File: config.mk
export PLATFORM = sky130hd
export DESIGN_NAME = mem_read_buffer_avalon_interface
export DESIGN_NICKNAME = d
export VERILOG_FILES = /design/src/rtl/mem_port_pkg.sv /design/src/rtl/mem_read_fifo.sv /design/src/rtl/mem_read_buffer_avalon_interface.sv
export SDC_FILE = /design/constraint.sdc
export NUM_CORES = 1
export LEC_CHECK = 0
export BUFFER_PORTS_ARGS = -buffer_cell sky130_fd_sc_hd__buf_2
export CORE_ASPECT_RATIO = 1.2
export CORE_MARGIN = 2
export CORE_UTILIZATION = 45
export CTS_BUF_LIST = sky130_fd_sc_hd__clkbuf_16
export DETAILED_ROUTE_END_ITERATION = 6
export RECOVER_POWER = 25
export SYNTH_ARGS = -nofsm -noshare
export SYNTH_HDL_FRONTEND = slang
export SYNTH_SLANG_ARGS = --single-unit
File: constraint.sdc
create_clock -name clk -period 3.9 [get_ports clk]
set_clock_uncertainty 0.15 [all_clocks]
set_input_delay 0.39 -clock clk [delete_from_list [all_inputs] [get_ports clk]]
set_output_delay 0.39 -clock clk [all_outputs]
set_load 0.01 [all_outputs]
File: src/rtl/mem_port_pkg.sv
// Shared constants and the read-port state encoding for the Avalon memory ports.
package mem_port_pkg;

    localparam int MEM_DATAWIDTH       = 32;
    localparam int MEM_BYTEENABLEWIDTH = 4;
    localparam int BYTE_INC            = 4;

    typedef enum logic [1:0] {
        RD_IDLE    = 2'd0,
        RD_READING = 2'd1,
        RD_DRAIN   = 2'd2
    } rd_state_e;

endpackage

File: src/rtl/mem_read_fifo.sv
// Single-clock show-ahead FIFO: the head word is on dout whenever empty is low.
module mem_read_fifo #(
    parameter int DEPTH      = 32,
    parameter int DEPTH_LOG2 = 5,
    parameter int WIDTH      = 32
) (
    input  logic                  clk,
    input  logic                  reset,
    input  logic                  push,
    input  logic                  pop,
    input  logic [WIDTH-1:0]      din,
    output logic [WIDTH-1:0]      dout,
    output logic                  empty,
    output logic [DEPTH_LOG2:0]   used
);

    logic [WIDTH-1:0]      mem_q [DEPTH];
    logic [DEPTH_LOG2-1:0] wr_ptr_q, wr_ptr_d;
    logic [DEPTH_LOG2-1:0] rd_ptr_q, rd_ptr_d;
    logic [DEPTH_LOG2:0]   used_q, used_d;
    logic                  pop_eff;

    always_comb begin
        pop_eff  = pop & (used_q != '0);
        wr_ptr_d = wr_ptr_q + DEPTH_LOG2'(push);
        rd_ptr_d = rd_ptr_q + DEPTH_LOG2'(pop_eff);
        used_d   = used_q + (DEPTH_LOG2+1)'(push) - (DEPTH_LOG2+1)'(pop_eff);
    end

    always_ff @(posedge clk) begin
        if (!reset) begin
            wr_ptr_q <= '0;
            rd_ptr_q <= '0;
            used_q   <= '0;
        end else begin
            wr_ptr_q <= wr_ptr_d;
            rd_ptr_q <= rd_ptr_d;
            used_q   <= used_d;
        end
    end

    // Storage needs no reset: only words behind a valid pointer are ever read.
    always_ff @(posedge clk) begin
        if (push) begin
            mem_q[wr_ptr_q] <= din;
        end
    end

    assign dout  = mem_q[rd_ptr_q];
    assign empty = (used_q == '0);
    assign used  = used_q;

    overflow_a: assert property (@(posedge clk) disable iff (!reset)
        !(push && !pop_eff && (used_q == (DEPTH_LOG2+1)'(DEPTH))));

endmodule

File: src/rtl/mem_read_buffer_avalon_interface.sv
// Avalon-MM pipelined read master streaming a byte range into a show-ahead FIFO,
// with outstanding reads plus FIFO occupancy bounded by the FIFO depth.
module mem_read_buffer_avalon_interface
    import mem_port_pkg::*;
#(
    parameter int DATAWIDTH       = MEM_DATAWIDTH,
    parameter int BYTEENABLEWIDTH = MEM_BYTEENABLEWIDTH,
    parameter int ADDRESSWIDTH    = 32,
    parameter int FIFODEPTH       = 32,
    parameter int FIFODEPTH_LOG2  = 5
) (
    input  logic                       clk,
    input  logic                       reset,
    input  logic [ADDRESSWIDTH-1:0]    control_read_base,
    input  logic [31:0]                control_read_length,
    input  logic                       control_go,
    output logic                       control_done,
    input  logic                       user_read_buffer,
    output logic [DATAWIDTH-1:0]       user_buffer_data,
    output logic                       user_data_available,
    output logic [ADDRESSWIDTH-1:0]    master_address,
    output logic                       master_read,
    output logic [BYTEENABLEWIDTH-1:0] master_byteenable,
    input  logic [DATAWIDTH-1:0]       master_readdata,
    input  logic                       master_readdatavalid,
    input  logic                       master_waitrequest,
    output rd_state_e                  dbg_state
);

    localparam int PW = FIFODEPTH_LOG2 + 1;
    localparam int CW = FIFODEPTH_LOG2 + 2;

    rd_state_e             state_q, state_d;
    logic [ADDRESSWIDTH-1:0] addr_q, addr_d;
    logic [31:0]           remaining_q, remaining_d;
    logic [PW-1:0]         pending_q, pending_d;
    logic                  read_q, read_d;
    logic                  done_q, done_d;

    logic                  accept, rsp_valid, pop_eff, credit_ok;
    logic                  fifo_empty;
    logic [PW-1:0]         fifo_used, fifo_used_d;
    logic [31:0]           len_words;

    always_comb begin
        accept      = read_q & ~master_waitrequest;
        // Responses with nothing outstanding are leftovers from before a reset.
        rsp_valid   = master_readdatavalid & (pending_q != '0);
        pop_eff     = user_read_buffer & ~fifo_empty;
        fifo_used_d = fifo_used + PW'(rsp_valid) - PW'(pop_eff);
        pending_d   = pending_q + PW'(accept) - PW'(rsp_valid);
        credit_ok   = ({1'b0, fifo_used_d} + {1'b0, pending_d}) < CW'(FIFODEPTH);
        len_words   = control_read_length & 32'hFFFF_FFFC;

        state_d     = state_q;
        addr_d      = addr_q;
        remaining_d = remaining_q;
        read_d      = read_q;

        case (state_q)
            RD_IDLE: begin
                read_d = 1'b0;
                if (control_go && (len_words != 32'd0)) begin
                    addr_d      = control_read_base;
                    remaining_d = len_words;
                    read_d      = credit_ok;
                    state_d     = RD_READING;
                end
            end
            RD_READING: begin
                if (accept) begin
                    addr_d      = addr_q + ADDRESSWIDTH'(BYTE_INC);
                    remaining_d = remaining_q - 32'(BYTE_INC);
                end
                // A stalled request stays on the bus unchanged until accepted.
                if (read_q && master_waitrequest) begin
                    read_d = 1'b1;
                end else if (remaining_d == 32'd0) begin
                    read_d  = 1'b0;
                    state_d = RD_DRAIN;
                end else begin
                    read_d = credit_ok;
                end
            end
            RD_DRAIN: begin
                read_d = 1'b0;
                if (pending_d == '0) begin
                    state_d = RD_IDLE;
                end
            end
            default: begin
                read_d  = 1'b0;
                state_d = RD_IDLE;
            end
        endcase

        done_d = (state_d == RD_IDLE);
    end

    always_ff @(posedge clk) begin
        if (!reset) begin
            state_q     <= RD_IDLE;
            addr_q      <= '0;
            remaining_q <= '0;
            pending_q   <= '0;
            read_q      <= 1'b0;
            done_q      <= 1'b1;
        end else begin
            state_q     <= state_d;
            addr_q      <= addr_d;
            remaining_q <= remaining_d;
            pending_q   <= pending_d;
            read_q      <= read_d;
            done_q      <= done_d;
        end
    end

    mem_read_fifo #(
        .DEPTH      (FIFODEPTH),
        .DEPTH_LOG2 (FIFODEPTH_LOG2),
        .WIDTH      (DATAWIDTH)
    ) u_fifo (
        .clk   (clk),
        .reset (reset),
        .push  (rsp_valid),
        .pop   (user_read_buffer),
        .din   (master_readdata),
        .dout  (user_buffer_data),
        .empty (fifo_empty),
        .used  (fifo_used)
    );

    assign user_data_available = ~fifo_empty;
    assign control_done        = done_q;
    assign master_address      = addr_q;
    assign master_read         = read_q;
    assign master_byteenable   = '1;
    assign dbg_state           = state_q;

endmodule

==> parameters.txt <==
Parameter                              Value

Outcome
  Status ... finished, final reports clean

Die
  Number of standard-cell rows in the floorplan ... between 100 and 150
  Vertical extent of the die ... between 300 and 400 um
  Total I/O pin count ... between 150 and 200
  Total Die Area ... 101000 um^2
  DIE WIDTH ... 291 um
  Placeable core area ... slightly below 100000 um^2
  Initial Utilization ... 45.3%

Yosys
  Most numerous cell in the Yosys netlist ... edfxtp_1
  Gate Count Post-Synth ... 2238
  Post-synthesis cell type with the largest combined area ... edfxtp_1
  Synth cell types ... 76
  Seq cells post-synth ... between 1k and 1.5k
  Synth warnings ... 0
  Synthesized area per cell ... 19.9 um^2
  List of most frequent post-synthesis cells ... edfxtp_1 (1024), mux4_2 (320), nor2_1 (123)
  Cell area after synthesis ... roughly 44000 um^2
  Area share of the largest cell type after synthesis ... between 60 and 70%
  Top cells by area, synth ... edfxtp_1 (69%), mux4_2 (16%), dfxtp_1 (4.0%)
  EDFF count, synth ... 1024
  Register area share after synthesis ... about 73%
  Async SR Flop Fraction ... 0%
  Top FF cell, synth ... edfxtp_1

Timing
  Fmax ... 268 MHz
  Final Max Tran Viols ... 0
  Clock period minus worst slack ... approximately 3.7 ns
  Accumulated negative setup slack ... 0 ns
  Transition time at the pin with the least slew margin ... 1.29 ns
  Setup violators final ... 0
  Hold Vio Cnt, Final ... 0
  Part of the cycle the worst path needs ... 95.7%
  Worst rel slew slack ... 13.8%
  RSZ-0062 raised after global routing ... false

Clock tree
  Skew-Pair Late Insertion Delay ... approximately 0.69 ns
  CTS tree ... built
  Root Buffer ... clkbuf_16
  Maximum buffer depth of the clock tree ... 3
  Clock slew seen by the registers of the worst setup and hold paths ... 0.06 ns
  # H-tree levels ... 3
  Number of buffers created by CTS ... 109
  Sinks on Clock Net ... 1112

Detailed routing
  Via-to-Cell Ratio ... 5.91
  Residual DRC count ... 0
  Number of nets with antenna violations after detailed routing ... 0
  Drt wl/cell ... 27.6 um
  1st-iter DRT viols ... around 2.3k
  Via count ... 23.2k
  Wire length after detailed routing ... 108000 um
  Number of iterations in the first detailed-routing pass ... 5

Pwr
  Cell Pwr Density ... 591 nW/um^2
  Worst VDD drop ... 0.381 mV
  Leakage ... 16.5 nW

Global routing
  Vias in the first global route ... 24.5k
  Wire length of the first global-routing pass ... 160000 um
  Largest net degree at the start of global routing ... 66
  Number of antenna violations at the first check in global routing ... 4
  Total routing usage reported by global routing ... 21.5%
  Total grt overflow ... 0

Worst setup path
  Required time at the endpoint of the critical path ... 3.36 ns
  Worst path arrival time ... 3.19 ns
  Kind of critical path ... flop to primary output
  Crit. End Element ... primary output
  Startpoint types ... flop
  Crit path max fanout ... 22

Finish
  Fill cell count ... roughly 7.6k
  Number of nets at the end of the flow ... 2684
  Post-synthesis to final-layout area growth ... 16.9%
  Share of the core filled with cells ... a little over half
  Proportion of layout cells with a drive suffix above 1 ... 31.4%

Placement
  Hpwl dp ... around 62000 um
  Total of buffers placed on input and output ports ... 168
  Global placement routability congestion ... 0.865

Flow run
  Number of maximum-capacitance violations ... 0

Worst hold path
  Hold crit path type ... primary input to flop
sequential cells by signal (all words and copies together), names as in the netlist:
| name | count |
|---|---|
| dbg_state | 2 |
| remaining_q | 30 |
| u_fifo.rd_ptr_q | 5 |
| pending_q | 6 |
| master_address | 32 |
| master_read | 1 |
| u_fifo.mem_q | 1024 |
| u_fifo.used | 6 |
| u_fifo.wr_ptr_q | 5 |
| control_done | 1 |
kinds of logic (layout without fill, tap and decap cells):
kind of cell	count (synthesis)	after routing	share of synthesized area, %
compound gates	210	210	3.02
xor+xnor	23	23	0.453
fa+ha+maj	25	25	0.715
buf+inv	158	561	1.41
flops	1112	1112	73.2
mux	353	353	17.1
other cells	1	5	0.00844
simple gates	356	356	4.15
worst max-delay path, stage by stage (launching register included):
cell     delay, ns
dfxtp_4       0.48
buf_12        0.28
buf_12        0.26
mux4_2        0.54
mux4_2        0.50
mux2_2        0.30
buf_2         0.15
metrics by stage:
| step | hold WS (ns) | setup slack [ns] | instance area [um^2] | total power [mW] | std cells |
|---|---|---|---|---|---|
| 2_1_floorplan | 0.311 | 0.223 | 44400 | 18.4 | 2241 |
| 3_3_place_gp | 0.292 | 0.255 | 47700 | 20.5 | 3659 |
| 3_5_place_dp | 0.315 | 0.255 | 47700 | 20.6 | 3659 |
| 4_1_cts | 0.00996 | 0.0280 | 51900 | 31.0 | 3919 |
| 5_1_grt | 0.0558 | 0.00197 | 51900 | 32.0 | 3924 |
| 6_report | 0.0515 | 0.169 | 51900 | 30.7 | 3925 |
placed cells by master (no fill, tap or decap), types with 20 or more instances in the layout:
master	count
o21ai_0	41
buf_2	144
clkbuf_16	112
buf_4	84
inv_1	45
nand3_1	32
nand2_1	53
a21oi_1	75
buf_12	26
clkinv_2	20
dfxtp_1	83
edfxtp_1	1024
mux2_2	32
ha_1	23
nor3_1	26
dlygate4sd3_1	63
nor2_1	91
clkbuf_1	24
mux4_2	320
nor2_4	32
final timing paths:
kind,from,endpoint,slack [ns],cells past startpoint
worst min-delay path,user_read_buffer,u_fifo.used[0],0.05,4
worst max-delay path,u_fifo.rd_ptr_q[0],user_buffer_data[11],0.17,6
worst min register to register,master_address[0],master_address[0],0.33,2
worst max register to register,pending_q[2],master_read,0.26,15
routing by layer:
layer	part of all wire, %	wire (um)	GRT usage, %	vias to the layer above
met2	51	55800	37.5	865
li1	-	-	-	9941
met5	0.014	15	0	-
met4	2.2	2400	6.10	4
met1	40	43300	28.3	12200
met3	6.4	6980	3.30	149
timing repair:
item / 4_1_cts / 5_1_grt
buffers inserted: 0 / 5
endpoints found under the setup margin: 0 / 4
hold buffers: 63 / 0
endpoints found under the hold margin: 64 / 0
resized for setup: 0 / 1
power by group:
group / total, mW / leakage, nW / internal (mW) / switching, mW
Clock: 10.4 / 1.83 / 5.98 / 4.39
Combinational: 6.70 / 4.69 / 3.53 / 3.17
Sequential: 13.6 / 9.95 / 13.4 / 0.255
cell type report:
class                      instances  area, um^2  share of cell area (%)
timing repair buffer             342        2620                    5.05
antenna                            1        2.50                 0.00482
clock buffer                     112        2800                    5.40
inverter                          22        82.6                   0.159
clock inverter                    85         737                    1.42
sequential                      1112       32500                    62.6
multi-input combinational        971       11600                    22.3
tap                             1280        1600                    3.08
Note: power is estimated with default switching activity, not from simulation.
